--- config.mk ---
export PLATFORM = sky130hd
export DESIGN_NAME = discr_pipe_scheduler_flat
export DESIGN_NICKNAME = d
export VERILOG_FILES = /design/src/rtl/discr_pipe_scheduler_if.sv /design/src/rtl/discr_pipe_scheduler.sv /design/src/flat_wrapper.sv
export SDC_FILE = /design/constraint.sdc
export NUM_CORES = 1
export LEC_CHECK = 0
export CORE_AREA = 2 2 219 221
export DETAILED_ROUTE_END_ITERATION = 10
export DIE_AREA = 0 0 221 223
export GPL_ROUTABILITY_DRIVEN = 0
export PLACE_DENSITY_LB_ADDON = 0.12
export SYNTH_ARGS = -nofsm -noshare
export SYNTH_HDL_FRONTEND = slang
export SYNTH_SLANG_ARGS = --single-unit
--- constraint.sdc ---
create_clock -name clk -period 3 [get_ports clk]
set_clock_uncertainty 0.1 [all_clocks]
set_input_delay 0.6 -clock clk [delete_from_list [all_inputs] [get_ports clk]]
set_output_delay 0.6 -clock clk [all_outputs]
set_load 0.005 [all_outputs]
--- src/rtl/discr_pipe_scheduler_if.sv ---
// Bundle of requester, pipeline and response signals around the
// discriminant pipeline scheduler.
interface discr_pipe_scheduler_if #(
  parameter int N_REQ = 4,
  parameter int WIDTH = 32
);
  logic [N_REQ-1:0]       req_vld;
  logic [N_REQ-1:0]       req_rdy;
  logic [N_REQ*WIDTH-1:0] req_a;
  logic [N_REQ*WIDTH-1:0] req_b;
  logic [N_REQ*WIDTH-1:0] req_c;
  logic                   pipe_arg_vld;
  logic [WIDTH-1:0]       pipe_a;
  logic [WIDTH-1:0]       pipe_b;
  logic [WIDTH-1:0]       pipe_c;
  logic                   pipe_res_vld;
  logic [WIDTH-1:0]       pipe_res;
  logic [N_REQ-1:0]       rsp_vld;
  logic [WIDTH-1:0]       rsp_res;
  logic                   err;

  // Scheduler side
  modport slave (
    input  req_vld, req_a, req_b, req_c, pipe_res_vld, pipe_res,
    output req_rdy, pipe_arg_vld, pipe_a, pipe_b, pipe_c, rsp_vld, rsp_res, err
  );

  // Requesters plus pipeline side
  modport master (
    output req_vld, req_a, req_b, req_c, pipe_res_vld, pipe_res,
    input  req_rdy, pipe_arg_vld, pipe_a, pipe_b, pipe_c, rsp_vld, rsp_res, err
  );
endinterface

--- src/rtl/discr_pipe_scheduler.sv ---
// Round-robin issue of operand triples into a shared in-order pipeline,
// with a tag FIFO that routes each result back to its requester.
module discr_pipe_scheduler #(
  parameter int N_REQ     = 4,
  parameter int WIDTH     = 32,
  parameter int TAG_DEPTH = 4
) (
  input logic                 clk,
  input logic                 rst,
  discr_pipe_scheduler_if.slave bus
);
  localparam int IW = $clog2(N_REQ);
  localparam int AW = (TAG_DEPTH > 1) ? $clog2(TAG_DEPTH) : 1;
  localparam int CW = $clog2(TAG_DEPTH + 1);

  logic [IW-1:0]    rr_ptr;
  logic [IW-1:0]    win;
  logic             found;
  logic [IW-1:0]    tag_mem [TAG_DEPTH];
  logic [AW-1:0]    wr_ptr;
  logic [AW-1:0]    rd_ptr;
  logic [CW-1:0]    count;
  logic             push;
  logic             pop;
  logic             blocked;
  logic [N_REQ-1:0] rdy;

  logic             arg_vld_q;
  logic [WIDTH-1:0] a_q;
  logic [WIDTH-1:0] b_q;
  logic [WIDTH-1:0] c_q;
  logic [N_REQ-1:0] rsp_vld_q;
  logic [WIDTH-1:0] rsp_res_q;
  logic             err_q;

  function automatic logic [IW-1:0] rr_idx(input logic [IW-1:0] base, input int k);
    int s;
    s = int'(base) + k;
    if (s >= N_REQ) s = s - N_REQ;
    return s[IW-1:0];
  endfunction

  function automatic logic [AW-1:0] ptr_inc(input logic [AW-1:0] p);
    return (int'(p) == TAG_DEPTH - 1) ? '0 : p + 1'b1;
  endfunction

  // Scan downward so the requester closest to rr_ptr is the final winner
  always_comb begin
    found = 1'b0;
    win   = '0;
    for (int k = N_REQ - 1; k >= 0; k--) begin
      if (bus.req_vld[rr_idx(rr_ptr, k)]) begin
        found = 1'b1;
        win   = rr_idx(rr_ptr, k);
      end
    end
  end

  assign pop     = bus.pipe_res_vld && (count != '0);
  assign blocked = (count == CW'(TAG_DEPTH)) && !pop;
  assign push    = found && !blocked;

  always_comb begin
    rdy = '0;
    if (push) rdy[win] = 1'b1;
  end

  always_ff @(posedge clk) begin
    if (rst) begin
      rr_ptr    <= '0;
      wr_ptr    <= '0;
      rd_ptr    <= '0;
      count     <= '0;
      arg_vld_q <= 1'b0;
      a_q       <= '0;
      b_q       <= '0;
      c_q       <= '0;
      rsp_vld_q <= '0;
      rsp_res_q <= '0;
      err_q     <= 1'b0;
    end else begin
      arg_vld_q <= push;
      if (push) begin
        a_q    <= bus.req_a[int'(win)*WIDTH +: WIDTH];
        b_q    <= bus.req_b[int'(win)*WIDTH +: WIDTH];
        c_q    <= bus.req_c[int'(win)*WIDTH +: WIDTH];
        wr_ptr <= ptr_inc(wr_ptr);
        rr_ptr <= rr_idx(win, 1);
      end
      rsp_vld_q <= '0;
      if (pop) begin
        rsp_vld_q[tag_mem[rd_ptr]] <= 1'b1;
        rsp_res_q                  <= bus.pipe_res;
        rd_ptr                     <= ptr_inc(rd_ptr);
      end
      // A result with nothing outstanding can only be stale or spurious
      if (bus.pipe_res_vld && (count == '0)) err_q <= 1'b1;
      count <= count + CW'(push) - CW'(pop);
    end
  end

  always_ff @(posedge clk) begin
    if (push) tag_mem[wr_ptr] <= win;
  end

  assign bus.req_rdy      = rdy;
  assign bus.pipe_arg_vld = arg_vld_q;
  assign bus.pipe_a       = a_q;
  assign bus.pipe_b       = b_q;
  assign bus.pipe_c       = c_q;
  assign bus.rsp_vld      = rsp_vld_q;
  assign bus.rsp_res      = rsp_res_q;
  assign bus.err          = err_q;
endmodule

--- src/flat_wrapper.sv ---
// flat-port wrapper written by rule: the top's interface ports become plain ports
module discr_pipe_scheduler_flat 
#(
  parameter int N_REQ     = 4,
  parameter int WIDTH     = 32,
  parameter int TAG_DEPTH = 4
)
  (clk, rst, bus_req_vld, bus_req_a, bus_req_b, bus_req_c, bus_pipe_res_vld, bus_pipe_res, bus_req_rdy, bus_pipe_arg_vld, bus_pipe_a, bus_pipe_b, bus_pipe_c, bus_rsp_vld, bus_rsp_res, bus_err);
  discr_pipe_scheduler_if #(.N_REQ(N_REQ), .WIDTH(WIDTH)) bus_i ();
  input logic clk;
  input logic rst;
  input wire logic [$bits(bus_i.req_vld)-1:0] bus_req_vld;
  input wire logic [$bits(bus_i.req_a)-1:0] bus_req_a;
  input wire logic [$bits(bus_i.req_b)-1:0] bus_req_b;
  input wire logic [$bits(bus_i.req_c)-1:0] bus_req_c;
  input wire logic [$bits(bus_i.pipe_res_vld)-1:0] bus_pipe_res_vld;
  input wire logic [$bits(bus_i.pipe_res)-1:0] bus_pipe_res;
  output wire logic [$bits(bus_i.req_rdy)-1:0] bus_req_rdy;
  output wire logic [$bits(bus_i.pipe_arg_vld)-1:0] bus_pipe_arg_vld;
  output wire logic [$bits(bus_i.pipe_a)-1:0] bus_pipe_a;
  output wire logic [$bits(bus_i.pipe_b)-1:0] bus_pipe_b;
  output wire logic [$bits(bus_i.pipe_c)-1:0] bus_pipe_c;
  output wire logic [$bits(bus_i.rsp_vld)-1:0] bus_rsp_vld;
  output wire logic [$bits(bus_i.rsp_res)-1:0] bus_rsp_res;
  output wire logic [$bits(bus_i.err)-1:0] bus_err;
  assign bus_i.req_vld = bus_req_vld;
  assign bus_i.req_a = bus_req_a;
  assign bus_i.req_b = bus_req_b;
  assign bus_i.req_c = bus_req_c;
  assign bus_i.pipe_res_vld = bus_pipe_res_vld;
  assign bus_i.pipe_res = bus_pipe_res;
  assign bus_req_rdy = bus_i.req_rdy;
  assign bus_pipe_arg_vld = bus_i.pipe_arg_vld;
  assign bus_pipe_a = bus_i.pipe_a;
  assign bus_pipe_b = bus_i.pipe_b;
  assign bus_pipe_c = bus_i.pipe_c;
  assign bus_rsp_vld = bus_i.rsp_vld;
  assign bus_rsp_res = bus_i.rsp_res;
  assign bus_err = bus_i.err;
  discr_pipe_scheduler #(.N_REQ(N_REQ), .WIDTH(WIDTH), .TAG_DEPTH(TAG_DEPTH)) u_core (.clk(clk), .rst(rst), .bus(bus_i));
endmodule
* Word-level counts from Yosys, hierarchy flattened
Memories as Yosys holds them, arrays and structs flattened. A register that Yosys moved wholly into a read port is not among the register bits. Cells that the tools add are included.
Storage, ports and cells: flip-flop bits (word level) 143, latch bits 0, RAM bits 8, bits in read-only memories 0, input port bits 423, logic and storage cells 88, memories kept 1
Memories:
- u_core.tag_mem | words 4, width 2, rd ports 1, clocked after Yosys merged registers in 1, wr ports 1, line discr_pipe_scheduler.sv:19 | logic [IW-1:0] tag_mem [TAG_DEPTH];
Cells by class: add/sub/neg operators 13, multiply operators 0, divide/modulo/power cells 0, magnitude comparators 13, eq/ne operators 3, shift operators 3, multiplexer cells 32, bitwise logic cells 1, reductions and logical operators 11
Operators by type and width (number):
- $shiftx A128 B8 Y32 | 3
- $mux W2 | 13
- $lt A2 B3 Y1 const B | 6
- $ge A3 B3 Y1 const B | 4
- $mux W1 | 12
- $sub A2 B1 Y2 const B | 5
- $bmux W1 S2 | 4
- $add A2 B1 Y3 const B | 2
- $add A2 B2 Y3 const B | 2
- $logic_and A1 B1 Y1 | 6
- $add A2 B1 Y2 const B | 2
- $demux W1 S2 | 2
- $eq A2 B1 Y1 const B | 2
- $ge A2 B1 Y1 const B | 2
- $mux W4 | 1
- $add A3 B1 Y3 | 1
- $eq A3 B3 Y1 const B | 1
- $ge A2 B3 Y1 const B | 1
- $logic_not A3 Y1 | 1
- $reduce_bool A3 Y1 | 1
- $sub A3 B1 Y3 | 1
- $logic_not A1 Y1 | 2
- $reduce_or A2 Y1 | 1
- $not A1 Y1 | 1

* Longest topological paths before layout
word-level depth 14, gate-level depth with buffers 12

* Worst setup path before layout
OpenSTA, ideal clock, no wires.
path type register -> register, start register u_core.count[1], end register u_core.count[2], setup time 0.128 ns, data arrival time 2.301 ns, path slack 0.471 ns, stages on the path, launching flop included 13, cells stage by stage dfxtp_1 -> nor3_1 -> nand2b_1 -> clkinv_1 -> clkbuf_1 -> ha_1 -> inv_1 -> ha_1 -> inv_1 -> fa_1 -> xor2_1 -> xnor2_1 -> nor2_1
On the way: longest elaborated chain between the ends 8
Ends and longest elaborated chain:
- from (decl) | line discr_pipe_scheduler.sv:22 | logic [CW-1:0] count;
- from (signal assigned) | line discr_pipe_scheduler.sv:98 | count <= count + CW'(push) - CW'(pop);
- $reduce_bool A3 Y1 | line discr_pipe_scheduler.sv:59 | assign pop = bus.pipe_res_vld && (count != '0);
- $logic_and A1 B1 Y1 | line discr_pipe_scheduler.sv:59
- $logic_not A1 Y1 | line discr_pipe_scheduler.sv:60 | assign blocked = (count == CW'(TAG_DEPTH)) && !pop;
- $logic_and A1 B1 Y1 | line discr_pipe_scheduler.sv:60
- $logic_not A1 Y1 | line discr_pipe_scheduler.sv:61 | assign push = found && !blocked;
- $logic_and A1 B1 Y1 | line discr_pipe_scheduler.sv:61
- $add A3 B1 Y3 | line discr_pipe_scheduler.sv:98
- $sub A3 B1 Y3 * | line discr_pipe_scheduler.sv:98
Every way passes the cells marked *; elsewhere a longest branch is shown, timed or not. A chain may end at the register's enable or synchronous reset.

* Worst setup path in the final report
start input bus_req_vld[3], end output bus_req_rdy[0]
On the way: longest elaborated chain between the ends 11
Ends and longest elaborated chain:
- from (decl) | line flat_wrapper.sv:12 | input wire logic [$bits(bus_i.req_vld)-1:0] bus_req_vld;
- $bmux W1 S2 | line discr_pipe_scheduler.sv:52 | if (bus.req_vld[rr_idx(rr_ptr, k)]) begin
- $mux W1 (implied by the code) | line discr_pipe_scheduler.sv:52
- $mux W2 (3 in a row) | line discr_pipe_scheduler.sv:52
- $mux W2 * | line discr_pipe_scheduler.sv:52
- net u_core.win[0] | line discr_pipe_scheduler.sv:17 | logic [IW-1:0] win;
- $lt A2 B3 Y1 (implied by the code) or $ge A2 B1 Y1 (tied branches) | line discr_pipe_scheduler.sv:65 | if (push) rdy[win] = 1'b1;
- $logic_and A1 B1 Y1 (implied by the code) | line discr_pipe_scheduler.sv:65
- $mux W1 (implied by the code) | line discr_pipe_scheduler.sv:65
- $demux W1 S2 *
- $mux W4 * | line discr_pipe_scheduler.sv:65
- to (decl) | line flat_wrapper.sv:18 | output wire logic [$bits(bus_i.req_rdy)-1:0] bus_req_rdy;
The timed path passes the listed nets; every way through them passes the cells marked *. The select of a mux whose other input is x is not followed.

==> impl_metrics.py <==
metrics = {
    "timing": {
        "hold_violations": 0,
        "fmax_ghz": 0.3476,
        "period_needed_ns": 2.877,
        "worstMarginPinSlew_ns": 0.5630,
        "finalSetupViolCount": 0,
        "final_max_slew_viol_count": 0,
        "fin_crit_sh_pct": 95.89,
        "rsz0062_at_grt": "no",
        "whs_ns": 0.2664,
        "max-slew-margin-rel_pct": 62.26,
    },
    "outcome": {
        "status": "complete, no violations",
    },
    "critical_path": {
        "startpoint_type": "primary input",
        "critical_path_required_ns": 2.30,
        "reg2reg_slack_ns": 0.62,
        "worstPathArrival_ns": 2.18,
        "crit_path_max_fanout": 3,
        "critPathKind": "primary input to primary output",
        "end_kind": "primary output",
    },
    "yosys": {
        "synth_edf_count": 8,
        "netlist.area_leader.share_pct": 35.40,
        "yosysUniqueCellTypes": 44,
        "synth_area_leaders": "dfxtp_1, mux2i_1, nand2_1, o221ai_1, o221ai_2",
        "syn_area_per_cell_um2": 10.57,
        "synth_flop_cell": "dfxtp_1",
        "ys_seq_elements": 153,
        "syn-num-nets": 1211,
        "synth_async_sr_flop_share_pct": 0,
        "ys_seq_area_share_pct": 38.33,
        "synthCells": 776,
        "netlist_area_um2": 8200,
        "synth.largest_area_cell": "dfxtp_1",
        "yosysWarnings": 0,
    },
    "global_routing": {
        "grt_usage_pct": 15.53,
        "grt_pass1_vias": 8384,
        "antenna_found_initial": 5,
        "grt_overflow_total": 0,
        "grt_start_max_net_pins": 54,
        "grt_pass1_wl_um": 56260,
    },
    "flow_run": {
        "maxCapViolations": 0,
    },
    "clock_network": {
        "cts.sinks": 153,
        "worstSkewPairLatency_ns": 0.48,
        "clk_pin_slew_ns": 0.07,
        "cts_tree": "done",
        "clockBufferDepth": 2,
        "cts-buffers-inserted": 17,
        "clock-root-buffer": "clkbuf_16",
        "htreeDepth": 4,
    },
    "floorplanning": {
        "die_h_um": 223,
        "die_area_um2": 49280,
        "die_x_um": 221,
        "ios": 561,
        "fp.coreArea_um2": 47150,
        "initial_utilization_pct": 17.39,
        "rows": 80,
    },
    "power_and_ir_drop": {
        "power_density_nw_per_um2": 621.0,
        "combPwrFrac_pct": 44.3,
        "power_frac_clock_pct": 24.3,
        "leakagePower_nw": 5.555,
        "netSwitchingPower_mw": 3.139,
        "seqPwrFrac_pct": 31.4,
        "peakVddDrop_uv": 302.9,
        "swShare_pct": 33.89,
        "cellInternalPower_mw": 6.124,
    },
    "placed_design": {
        "hpwl_um": 29900,
        "port_buffers": 560,
    },
    "final_layout": {
        "final_nets": 1764,
        "final_common_cell": "clkdlybuf4s50_1",
        "area_growth_pct": 81.87,
        "final_cell_mix": "clkdlybuf4s50_1, mux2i_1, nand2_1",
        "final_core_util_pct": 31.63,
        "drive_above_1_share_pct": 8.644,
    },
    "drt": {
        "antenna_left": 0,
        "wl_per_cell_um": 19.77,
        "viasPerCell": 4.165,
        "drt_iter0_markers": 280,
        "dr.pass1.iters": 4,
        "postRouteWirelength_um": 38740,
        "vias": 8159,
        "drc": 0,
    },
    "hold_path": {
        "hold_class": "primary input to flip-flop",
    },
}
-- path summary, 6_finish.rpt --
path	from	endpoint	depth (start not counted)
max	bus_req_vld[3]	bus_req_rdy[0]	7
min	rst	u_core.bus.pipe_arg_vld	2
max reg2reg	u_core.rr_ptr[1]	u_core.bus.pipe_b[18]	9
min reg2reg	u_core.bus.rsp_res[21]	u_core.bus.rsp_res[21]	2
-- cell usage after synthesis (2+ instances only) --
cell type and instances:
inv_1 9, dlygate4sd1_1 3, nor3_1 2, and2_1 8, buf_2 9, bufbuf_8 3, mux4_2 2, ha_1 11
edfxtp_1 8, buf_12 18, nor4b_1 2, mux2i_1 195, nand2b_1 4, o221ai_2 31, buf_6 9, buf_4 2
a21oi_1 37, dfxtp_1 145, buf_1 3, nor2_1 10, dlymetal6s2s_1 2, o221ai_1 65, nand2_1 162, buf_8 3
clkbuf_1 14
-- critical path, stage by stage --
cell             delay (ns)
clkdlybuf4s50_1        0.49
o22ai_1                0.12
a211oi_4               0.29
inv_1                  0.09
ha_1                   0.20
and2_1                 0.12
dlygate4sd2_1          0.26
-- cell families after synthesis --
kind of cell / synth area share (%)
compound gates: 15.49
xor+xnor: 0.2136
fa+ha+maj: 1.922
buf+inv: 9.460
flops: 38.33
mux: 24.35
simple gates: 10.24
-- stage by stage --
stage                     setup WS [ns]  power, mW  setup TNS [ns]  instances  cell area (um2)
after floorplan                  0.4710      5.146               0        776             8200
after global placement          -0.2034      7.128          -1.621       1922            14310
after detailed placement        -0.2399      7.138          -4.690       1922            14310
after CTS                       0.04149      9.503               0       1956            14900
after global routing           0.009044      9.887               0       1958            14910
final                            0.1232      9.262               0       1959            14910
-- layer usage --
layer  vias to the layer above  track usage [%]  share of wire [%]
met5                         -                0               0.14
met4                         8            5.672                1.8
met3                        38            7.033                9.3
met2                       363            25.99                 48
met1                      3779            17.31                 40
li1                       3971                -                  -
-- layout make-up --
cell class | count | area (um2)
diodes | 2 | 5.005
clock buffers | 19 | 442.9
clock inverters | 13 | 135.1
fillers | 4921 | 32230
inverters | 10 | 37.54
multi-input cells | 547 | 4307
flip-flops and latches | 153 | 3143
well taps | 615 | 769.5
repair buffers | 600 | 6075
-- state kept, by name, indices dropped and copies added, names as in the netlist, named ones only --
signal and cells:
u_core.bus.err 1, u_core.bus.pipe_a 32, u_core.bus.pipe_arg_vld 1, u_core.bus.pipe_b 32
u_core.bus.pipe_c 32, u_core.bus.rsp_res 32, u_core.bus.rsp_vld 4, u_core.count 3
u_core.rd_ptr 2, u_core.rr_ptr 2, u_core.tag_mem 8, u_core.wr_ptr 2
-- what timing repair did --
action | in CTS | in global routing
hold buffers | 0 | 0
pin swaps | 3 | 3
resized for setup | 8 | 2
hold endpoints to repair | 0 | 0
setup endpoints to repair | 4 | 3
setup buffers | 2 | 1
-- power by group through the flow --
stage	logic, mW	registers (mW)	clock network (mW)
finish	4.10	2.91	2.25
detailed placement	4.19	2.95	0
CTS	4.19	2.92	2.39
global placement	4.18	2.94	0
global route	4.43	2.99	2.47
floorplan	2.19	2.96	0
No activity file was read; power rests on OpenSTA's default activity.
